===== config.mk =====
export PLATFORM = sky130hd
export DESIGN_NAME = change_dispenser
export DESIGN_NICKNAME = d
export VERILOG_FILES = /design/src/rtl/vend_pkg.sv /design/src/rtl/cycle_timer.sv /design/src/rtl/change_dispenser.sv
export SDC_FILE = /design/constraint.sdc
export NUM_CORES = 1
export LEC_CHECK = 0
export ABC_AREA = 0
export CORE_ASPECT_RATIO = 1.75
export CORE_MARGIN = 5
export CORE_UTILIZATION = 40
export DETAILED_ROUTE_END_ITERATION = 8
export PLACE_DENSITY = 0.64
export SLEW_MARGIN = 10
export SYNTH_ARGS = -nofsm -noshare
export SYNTH_HDL_FRONTEND = slang
export SYNTH_SLANG_ARGS = --single-unit

===== constraint.sdc =====
create_clock -name CLOCK_27 -period 3.8 [get_ports CLOCK_27]
set_clock_uncertainty 0.15 [all_clocks]
set_input_delay 0.57 -clock CLOCK_27 [delete_from_list [all_inputs] [get_ports CLOCK_27]]
set_output_delay 0.57 -clock CLOCK_27 [all_outputs]
set_load 0.005 [all_outputs]

===== src/rtl/vend_pkg.sv =====
// Definitions shared by the vending FSM and the change dispenser.
// Contents: one-hot state encodings, coin denominations, and seven-segment
// digit patterns (active-low segments g..a) used by the HEX tally displays.
package vend_pkg;

  // One-hot dispenser states; bit index equals position in the list below.
  localparam int unsigned StW     = 5;
  localparam logic [4:0]  StIdle  = 5'b00001;
  localparam logic [4:0]  StLoad  = 5'b00010;
  localparam logic [4:0]  StPulse = 5'b00100;
  localparam logic [4:0]  StGap   = 5'b01000;
  localparam logic [4:0]  StDone  = 5'b10000;

  // Coin denominations, largest first.
  localparam int unsigned CoinHi  = 10;
  localparam int unsigned CoinMid = 5;
  localparam int unsigned CoinLo  = 1;

  // Seven-segment patterns, active low, bit order {g,f,e,d,c,b,a}.
  localparam logic [6:0] SegBlank = 7'h7f;

  function automatic logic [6:0] seg_digit(input logic [3:0] d);
    logic [6:0] seg;
    seg = SegBlank;
    case (d)
      4'd0: seg = 7'h40;
      4'd1: seg = 7'h79;
      4'd2: seg = 7'h24;
      4'd3: seg = 7'h30;
      4'd4: seg = 7'h19;
      4'd5: seg = 7'h12;
      4'd6: seg = 7'h02;
      4'd7: seg = 7'h78;
      4'd8: seg = 7'h00;
      4'd9: seg = 7'h10;
      default: seg = SegBlank;
    endcase
    return seg;
  endfunction

endpackage


===== src/rtl/cycle_timer.sv =====
// Loadable down-counter used to pace coin pulses and gaps.
// Ports:
//   CLOCK_27  in  system clock
//   KEY0      in  asynchronous active-low reset
//   load      in  load value into the counter this edge
//   value     in  value to load
//   expired   out high while the count is zero
module cycle_timer #(
  parameter int unsigned W = 4
) (
  input  logic         CLOCK_27,
  input  logic         KEY0,
  input  logic         load,
  input  logic [W-1:0] value,
  output logic         expired
);

  logic [W-1:0] count_q, count_d;

  always_comb begin
    count_d = count_q;
    if (load) begin
      count_d = value;
    end else if (count_q != '0) begin
      count_d = count_q - 1'b1;
    end
  end

  always_ff @(posedge CLOCK_27 or negedge KEY0) begin
    if (!KEY0) begin
      count_q <= '0;
    end else begin
      count_q <= count_d;
    end
  end

  assign expired = (count_q == '0);

endmodule


===== src/rtl/change_dispenser.sv =====
// Greedy coin-change dispenser: pays out a captured amount as 10/5/1 hopper
// strobes, largest coin first, with timed pulse and gap phases.
// Ports:
//   CLOCK_27  in  system clock
//   KEY0      in  asynchronous active-low reset
//   start     in  request, honoured only when idle
//   amount    in  change value captured on an accepted start
//   abort     in  stop dispensing (ignored when idle or done)
//   busy      out high from LOAD through DONE
//   done      out 1-cycle pulse, full amount paid
//   aborted   out 1-cycle pulse, abort honoured
//   err       out 1-cycle pulse, request above MAX_AMT rejected
//   coin10/coin5/coin1  out registered hopper strobes
//   n10/n5/n1 out per-coin tallies for the current request, saturating at 7
module change_dispenser
  import vend_pkg::*;
#(
  parameter int unsigned AMT_W     = 6,
  parameter int unsigned MAX_AMT   = 40,
  parameter int unsigned PULSE_CYC = 6_750_000,
  parameter int unsigned GAP_CYC   = 6_750_000
) (
  input  logic             CLOCK_27,
  input  logic             KEY0,
  input  logic             start,
  input  logic [AMT_W-1:0] amount,
  input  logic             abort,
  output logic             busy,
  output logic             done,
  output logic             aborted,
  output logic             err,
  output logic             coin10,
  output logic             coin5,
  output logic             coin1,
  output logic [2:0]       n10,
  output logic [2:0]       n5,
  output logic [2:0]       n1
);

  localparam int unsigned MaxCyc = (PULSE_CYC > GAP_CYC) ? PULSE_CYC : GAP_CYC;
  localparam int unsigned TimerW = (MaxCyc > 1) ? $clog2(MaxCyc) : 1;

  logic [StW-1:0]   state_q, state_d;
  logic [AMT_W-1:0] rem_q, rem_d;
  logic [2:0]       coin_q, coin_d;  // {10, 5, 1}; also remembers the coin in flight
  logic [2:0]       n10_q, n10_d, n5_q, n5_d, n1_q, n1_d;
  logic             done_q, done_d, aborted_q, aborted_d, err_q, err_d;
  logic             tmr_load, tmr_expired;
  logic [TimerW-1:0] tmr_value;

  function automatic logic [2:0] sat_inc(input logic [2:0] n);
    return (n == 3'd7) ? n : n + 3'd1;
  endfunction

  function automatic logic [AMT_W-1:0] coin_val(input logic [2:0] c);
    logic [AMT_W-1:0] v;
    v = AMT_W'(CoinLo);
    if (c[2]) v = AMT_W'(CoinHi);
    else if (c[1]) v = AMT_W'(CoinMid);
    return v;
  endfunction

  cycle_timer #(
    .W (TimerW)
  ) u_timer (
    .CLOCK_27 (CLOCK_27),
    .KEY0     (KEY0),
    .load     (tmr_load),
    .value    (tmr_value),
    .expired  (tmr_expired)
  );

  always_comb begin
    state_d   = state_q;
    rem_d     = rem_q;
    coin_d    = coin_q;
    n10_d     = n10_q;
    n5_d      = n5_q;
    n1_d      = n1_q;
    done_d    = 1'b0;
    aborted_d = 1'b0;
    err_d     = 1'b0;
    tmr_load  = 1'b0;
    tmr_value = '0;
    case (state_q)
      StIdle: begin
        // start beats a simultaneous abort: abort is not looked at here
        if (start) begin
          if (32'(amount) > MAX_AMT) begin
            err_d = 1'b1;
          end else begin
            state_d = StLoad;
            rem_d   = amount;
            n10_d   = '0;
            n5_d    = '0;
            n1_d    = '0;
          end
        end
      end
      StLoad: begin
        if (rem_q == '0) begin
          // nothing left to abort, so completion takes priority
          state_d = StDone;
          done_d  = 1'b1;
        end else if (abort) begin
          state_d   = StIdle;
          aborted_d = 1'b1;
        end else begin
          if (rem_q >= AMT_W'(CoinHi)) coin_d = 3'b100;
          else if (rem_q >= AMT_W'(CoinMid)) coin_d = 3'b010;
          else coin_d = 3'b001;
          tmr_load  = 1'b1;
          tmr_value = TimerW'(PULSE_CYC - 1);
          state_d   = StPulse;
        end
      end
      StPulse: begin
        if (abort) begin
          // a cut-short coin is neither tallied nor subtracted
          state_d   = StIdle;
          coin_d    = '0;
          aborted_d = 1'b1;
        end else if (tmr_expired) begin
          rem_d = rem_q - coin_val(coin_q);
          if (coin_q[2]) n10_d = sat_inc(n10_q);
          else if (coin_q[1]) n5_d = sat_inc(n5_q);
          else n1_d = sat_inc(n1_q);
          coin_d    = '0;
          tmr_load  = 1'b1;
          tmr_value = TimerW'(GAP_CYC - 1);
          state_d   = StGap;
        end
      end
      StGap: begin
        if (abort) begin
          state_d   = StIdle;
          aborted_d = 1'b1;
        end else if (tmr_expired) begin
          state_d = StLoad;
        end
      end
      StDone: begin
        state_d = StIdle;
      end
      default: begin
        state_d = StIdle;
        coin_d  = '0;
      end
    endcase
  end

  always_ff @(posedge CLOCK_27 or negedge KEY0) begin
    if (!KEY0) begin
      state_q   <= StIdle;
      rem_q     <= '0;
      coin_q    <= '0;
      n10_q     <= '0;
      n5_q      <= '0;
      n1_q      <= '0;
      done_q    <= 1'b0;
      aborted_q <= 1'b0;
      err_q     <= 1'b0;
    end else begin
      state_q   <= state_d;
      rem_q     <= rem_d;
      coin_q    <= coin_d;
      n10_q     <= n10_d;
      n5_q      <= n5_d;
      n1_q      <= n1_d;
      done_q    <= done_d;
      aborted_q <= aborted_d;
      err_q     <= err_d;
    end
  end

  assign busy    = (state_q != StIdle);
  assign done    = done_q;
  assign aborted = aborted_q;
  assign err     = err_q;
  assign coin10  = coin_q[2];
  assign coin5   = coin_q[1];
  assign coin1   = coin_q[0];
  assign n10     = n10_q;
  assign n5      = n5_q;
  assign n1      = n1_q;

endmodule


---- After elaboration in Yosys (flattened, before gate mapping) ----
Index checks and enable logic that the tools add are counted.
word-level totals
  register bits after elaboration ......... 49
  bits in latches ......................... 0
  RAM bits ................................ 0
  bits in read-only memories .............. 0
  output and inout port bits .............. 16
  logic and storage cells ................. 121
  memories kept ........................... 0
cells by class
  add/sub/neg operators ................... 5
  $mul .................................... 0
  div/mod/pow operators ................... 0
  order comparisons ....................... 3
  eq/ne operators ......................... 24
  shift-type cells ........................ 0
  multiplexer cells ....................... 65
  bitwise logic cells ..................... 1
  reductions and logical operators ........ 13
operators with widths
  operator                                                                             number
  23-bit 2-to-1 mux                                                                    6
  3-bit 2-to-1 mux                                                                     23
  23-bit one-hot mux with 2 select lines                                               1
  6-bit 2-to-1 mux                                                                     7
  5-bit 2-to-1 mux                                                                     7
  2-bit inequality test, second input constant                                         13
  23-bit logical NOT                                                                   1
  23-bit nonzero test                                                                  1
  23-bit by 1-bit subtractor with 23-bit output, second input constant                 1
  5-bit one-hot mux with 4 select lines                                                1
  3-bit one-hot mux with 2 select lines                                                3
  8-bit AND reduction                                                                  2
  6-bit one-hot mux with 2 select lines                                                1
  1-bit 2-to-1 mux                                                                     11
  3-bit by 1-bit adder with 3-bit output, second input constant                        3
  3-bit == test, second input constant                                                 3
  3-bit one-hot mux with 3 select lines                                                1
  4-bit AND reduction                                                                  2
  7-bit AND reduction                                                                  1
  6-bit by 3-bit greater-or-equal comparator with 1-bit output, second input constant  1
  6-bit by 4-bit greater-or-equal comparator with 1-bit output, second input constant  1
  6-bit greater-than comparator, second input constant                                 1
  6-bit logical NOT                                                                    1
  3-bit inequality test, second input constant                                         2
  other kinds (15)                                                                     17

---- Longest topological paths before layout ----
  word-level depth ........................ 9
  depth in mapped cells ................... 9
  mapped depth without buffers ............ 8

---- Cells and area by module ----
From an unflattened synthesis, not the netlist that was laid out.
second synthesis, totals
  cell total of the unflattened synthesis .. 302
  area, all modules ....................... 2875.3 um^2
by module, submodules not included
  module            times used  cells an instance  area each (um^2)  seq. area each (um^2)
  change_dispenser  1           159                1570.3            651.9
  cycle_timer       1           143                1305.0            575.6

---- Least setup slack after synthesis ----
No wires, ideal clock.
  path type ............................... register -> register
  start ................................... reg u_timer.count_q[5]
  end ..................................... reg coin_q[0]
  library setup time ...................... 125 ps
  arrival ................................. 2459 ps
  required time ........................... 3525 ps
  setup slack ............................. 1066 ps
  stages on the path, launching flop included .. 8
  clock period less this slack ............ 2734 ps
  path through ............................ dfrtp_1 or4_4 buf_6 or4_4 buf_6 nor2_2 o221a_2 mux2_2
between the ends
  word-level cells in the longest chain between the ends .. 3
RTL lines
  what                                    RTL line                 source
  start, declared                         cycle_timer.sv:18        logic [W-1:0] count_q, count_d;
  start signal, assigned                  cycle_timer.sv:33        count_q <= count_d;
  23-bit logical NOT                      cycle_timer.sv:37        assign expired = (count_q == '0);
  3-bit inequality test (no source line)  -
  4-bit AND reduction (no source line)    -
  end signal, assigned                    change_dispenser.sv:166  coin_q <= coin_d;
  end, declared                           change_dispenser.sv:45   logic [2:0] coin_q, coin_d;
Every way passes these cells.
A chain may end at the register's enable or synchronous reset.

---- Worst setup path after layout ----
  start ................................... reg u_timer.count_q[5]
  end ..................................... reg n10_q[0] (netlist: n10[0])
between the ends
  word-level cells in the longest chain between the ends .. 3
RTL lines
  what                                    RTL line                 source
  23-bit logical NOT                      cycle_timer.sv:37
  2-bit inequality test (no source line)  -
  7-bit AND reduction (no source line)    -
  end signal, assigned                    change_dispenser.sv:167  n10_q <= n10_d;
  end, declared                           change_dispenser.sv:46   logic [2:0] n10_q, n10_d, n5_q, n5_d, n1_q, n1_d;
Every way passes these cells.

==> flow_summary_export.csv <==
group,metric,value,unit
timing,fin_crit_sh,0.785,
detailed_routing,vias_per_cell,5.80,
timing,fmax,335,MHz
timing,whs,0.168,ns
timing,fin_tns_setup,0,ns
global_route,grt_use_met3,0.0275,
global_route,global_route.usage.met1,0.180,
floorplan,die_area,8770,µm²
global_route,use_met2,0.276,
place,portBuffers,25,
worst_setup_path,crit_required,3.83,ns
cts,cts_buffers,5,
detailed_routing,drtAntennaViolNets,0,
place,dpl.cell_count,385,
floorplan,start_util,0.408,
cells_and_area,nNetsFinal,331,
cts,clk_pin_slew,0.07,ns
synthesis,synthArstFlopShare,1.00,
timing,drv_slew,0,
place,dpl_worst_slack,0.838,ns
cells_and_area,area_growth,16.9,%
floorplan,die_h,120,µm
worst_setup_path,critical_path_class,"reg -> reg",
synthesis,ys_top_cells_by_area,"dfrtp_1, ha_1, xor2_1",
timing,post-route-min-period,2.98,ns
synthesis,synth_top_area_frac,0.433,
cts,cts_tree,"done",
run_status,outcome,"complete, no violations",
detailed_routing,wl,6.46,mm
floorplan,fp.dieW,73.0,µm
worst_setup_path,slowest_delay,0.65,ns
global_route,grt_max_degree,32,
power_and_ir_drop,powerDensity,582,nW/µm²
cts,cts_buffer_depth,2,
worst_setup_path,reg2reg_depth,5,
synthesis,ys_ff_latch,49,
worst_setup_path,cp-end-kind,"flop",
synthesis,ys_types,54,
worst_setup_path,cp_data_arrival_time,3.01,ns
flow_run,cap_violations,0,
worst_setup_path,cpMostUsedCell,"or4_4",
worst_setup_path,crit_chain,"or4_4 > or4_4 > o31ai_4 > nand2_1 > mux2_4",
cts,cts_max_level,2,
worst_setup_path,cp_max_fo,17,
global_route,grtUsageTotal,0.159,
timing,tightestPinTransition,1.10,ns
global_route,top_usage_layer,"met2",
cells_and_area,final_area,3250,µm²
timing,rsz0062_at_grt,"false",
global_route,grt_pass1_vias,2297,
synthesis,yosysSeqAreaShare,0.442,
floorplan,fp.coreArea,6810,µm²
synthesis,synth_commonest_cells,"dfrtp_1, nand2_1, nor2_1, xor2_1, nor3_1",
synthesis,syn-num-nets,305,
synthesis,synth_edf_count,0,
cells_and_area,fillers,644,
cts,cts-root-buf,"clkbuf_16",
place,placed_area,3100,µm²
detailed_routing,via_count,2278,
synthesis,avgSynthCellArea,9.85,µm²
synthesis,synth_flop_cell,"dfrtp_1",
cells_and_area,multi_input_area,1450,µm²
cells_and_area,stdcell_count,393,
synthesis,post-synth-top-count-cell,"dfrtp_1",
detailed_routing,drc,0,
detailed_routing,post_drt_wl_per_cell,16.4,µm
place,hpwl,4.83,mm
cts,cts_hold_buf,0,
cells_and_area,seqCellArea,1230,µm²
timing,maxSlewHeadroom,0.260,
power_and_ir_drop,power.leakage,1.28,nW
global_route,grt-ovfl-total,0,
detailed_routing,dr.pass1.iters,4,
timing,setup_viol,0,
cts,clock_latency,0.29,ns
cts,cts_resized,0,
detailed_routing,drtIter0Drc,97,
cts,post_cts_buffers,0,
synthesis,synthesis.instances,282,
global_route,antenna_found_initial,0,
synthesis,synth_top_cell_by_area,"dfrtp_1",
synthesis,syn_area,2780,µm²
place,gp_congestion,0.853,
power_and_ir_drop,peakVddDrop,237,µV
cells_and_area,antenna_cells,0,
floorplan,rows,40,
worst_setup_path,crit_slowest_cell,"o31ai_4",
floorplan,io_pins,26,
global_route,grt_pass1_wl,11.0,mm
synthesis,synth_warnings,0,
timing,setup_ws,0.816,ns
timing,hold_viol_final,0,
cts,cts_sinks,49,
cells_and_area,layout-drive-gt1-share,0.107,
hold_path,hp-class,"in -> async",
worst_setup_path,cp-start-kind,"flop",
cells by family (layout without fill, tap and decap cells):
group                      Yosys count  in the layout  share of synthesized area
DFF                                 49             49                      0.442
muxes                                6              6                     0.0284
xor gates and xnor gates            16             16                     0.0505
buffers and inverters               20             47                     0.0356
and+or+nand+nor                    119            119                      0.224
adders and majority gates           13             13                     0.0613
AOI/OAI and AO/OA                   59             59                      0.158
registers in the layout, summed over array words and instances, names as in the netlist:
name             cells
aborted              1
coin_q               3
done                 1
err                  1
n1                   3
n10                  3
n5                   3
rem_q                6
state_q              5
u_timer.count_q     23
area by class of cell:
cell class | count | share of cell area
multi-input combinational | 213 | 0.447
sequential | 49 | 0.378
timing repair buffer | 31 | 0.0894
clock buffer | 6 | 0.0397
tap | 84 | 0.0324
inverter | 8 | 0.00925
clock inverter | 2 | 0.00462
power breakdown:
group	leakage, nW	switching (mW)	internal, mW
Combinational	0.639	0.342	0.306
Sequential	0.582	0.150	0.645
Clock	0.0631	0.203	0.245
layer usage:
layer  part of all wire  routed length [µm]  vias up
li1                   -                   -     1083
met1               0.38                2480     1125
met2               0.55                3530       48
met3              0.033                 210       22
met4              0.038                 243        0
met5                  0                   0        -
final timing paths:
kind                                         start                 end  slack, ns
max in group asynchronous                     KEY0  u_timer.count_q[7]       2.60
min in group CLOCK_27                    coin_q[0]           coin_q[0]       0.37
worst max register to register  u_timer.count_q[5]              n10[0]       0.82
worst min-delay path                          KEY0            rem_q[4]       0.17
worst max-delay path            u_timer.count_q[5]              n10[0]       0.82
worst min register to register           coin_q[0]           coin_q[0]       0.37
through the flow:
stage | util | total power [mW]
CTS | 0.477 | 1.91
finish | 0.477 | 1.89
global route | 0.477 | 2.05
detailed placement | 0.456 | 1.45
global placement | 0.456 | 1.44
floorplan | - | 1.26
worst max-delay path: cells and delay by family, from the launching register on:
kind             cells  cell delay (ns)
AND/OR/NAND/NOR      3             1.36
AO/OA/AOI/OAI        1             0.65
multiplexers         1             0.29
flip-flops           1             0.42
cells in the final DEF (no fill, tap or decap), types with 8 or more instances in the layout:
| cell | synthesis | layout |
|---|---|---|
| a21oi_1 | 8 | 8 |
| clkdlybuf4s50_1 | 0 | 24 |
| dfrtp_1 | 48 | 48 |
| ha_1 | 12 | 12 |
| inv_1 | 8 | 8 |
| nand2_1 | 25 | 25 |
| nand3_1 | 10 | 10 |
| nor2_1 | 25 | 25 |
| nor3_1 | 13 | 13 |
| o21ai_0 | 10 | 10 |
| xor2_1 | 14 | 14 |
(Power assumes the default switching activity.)
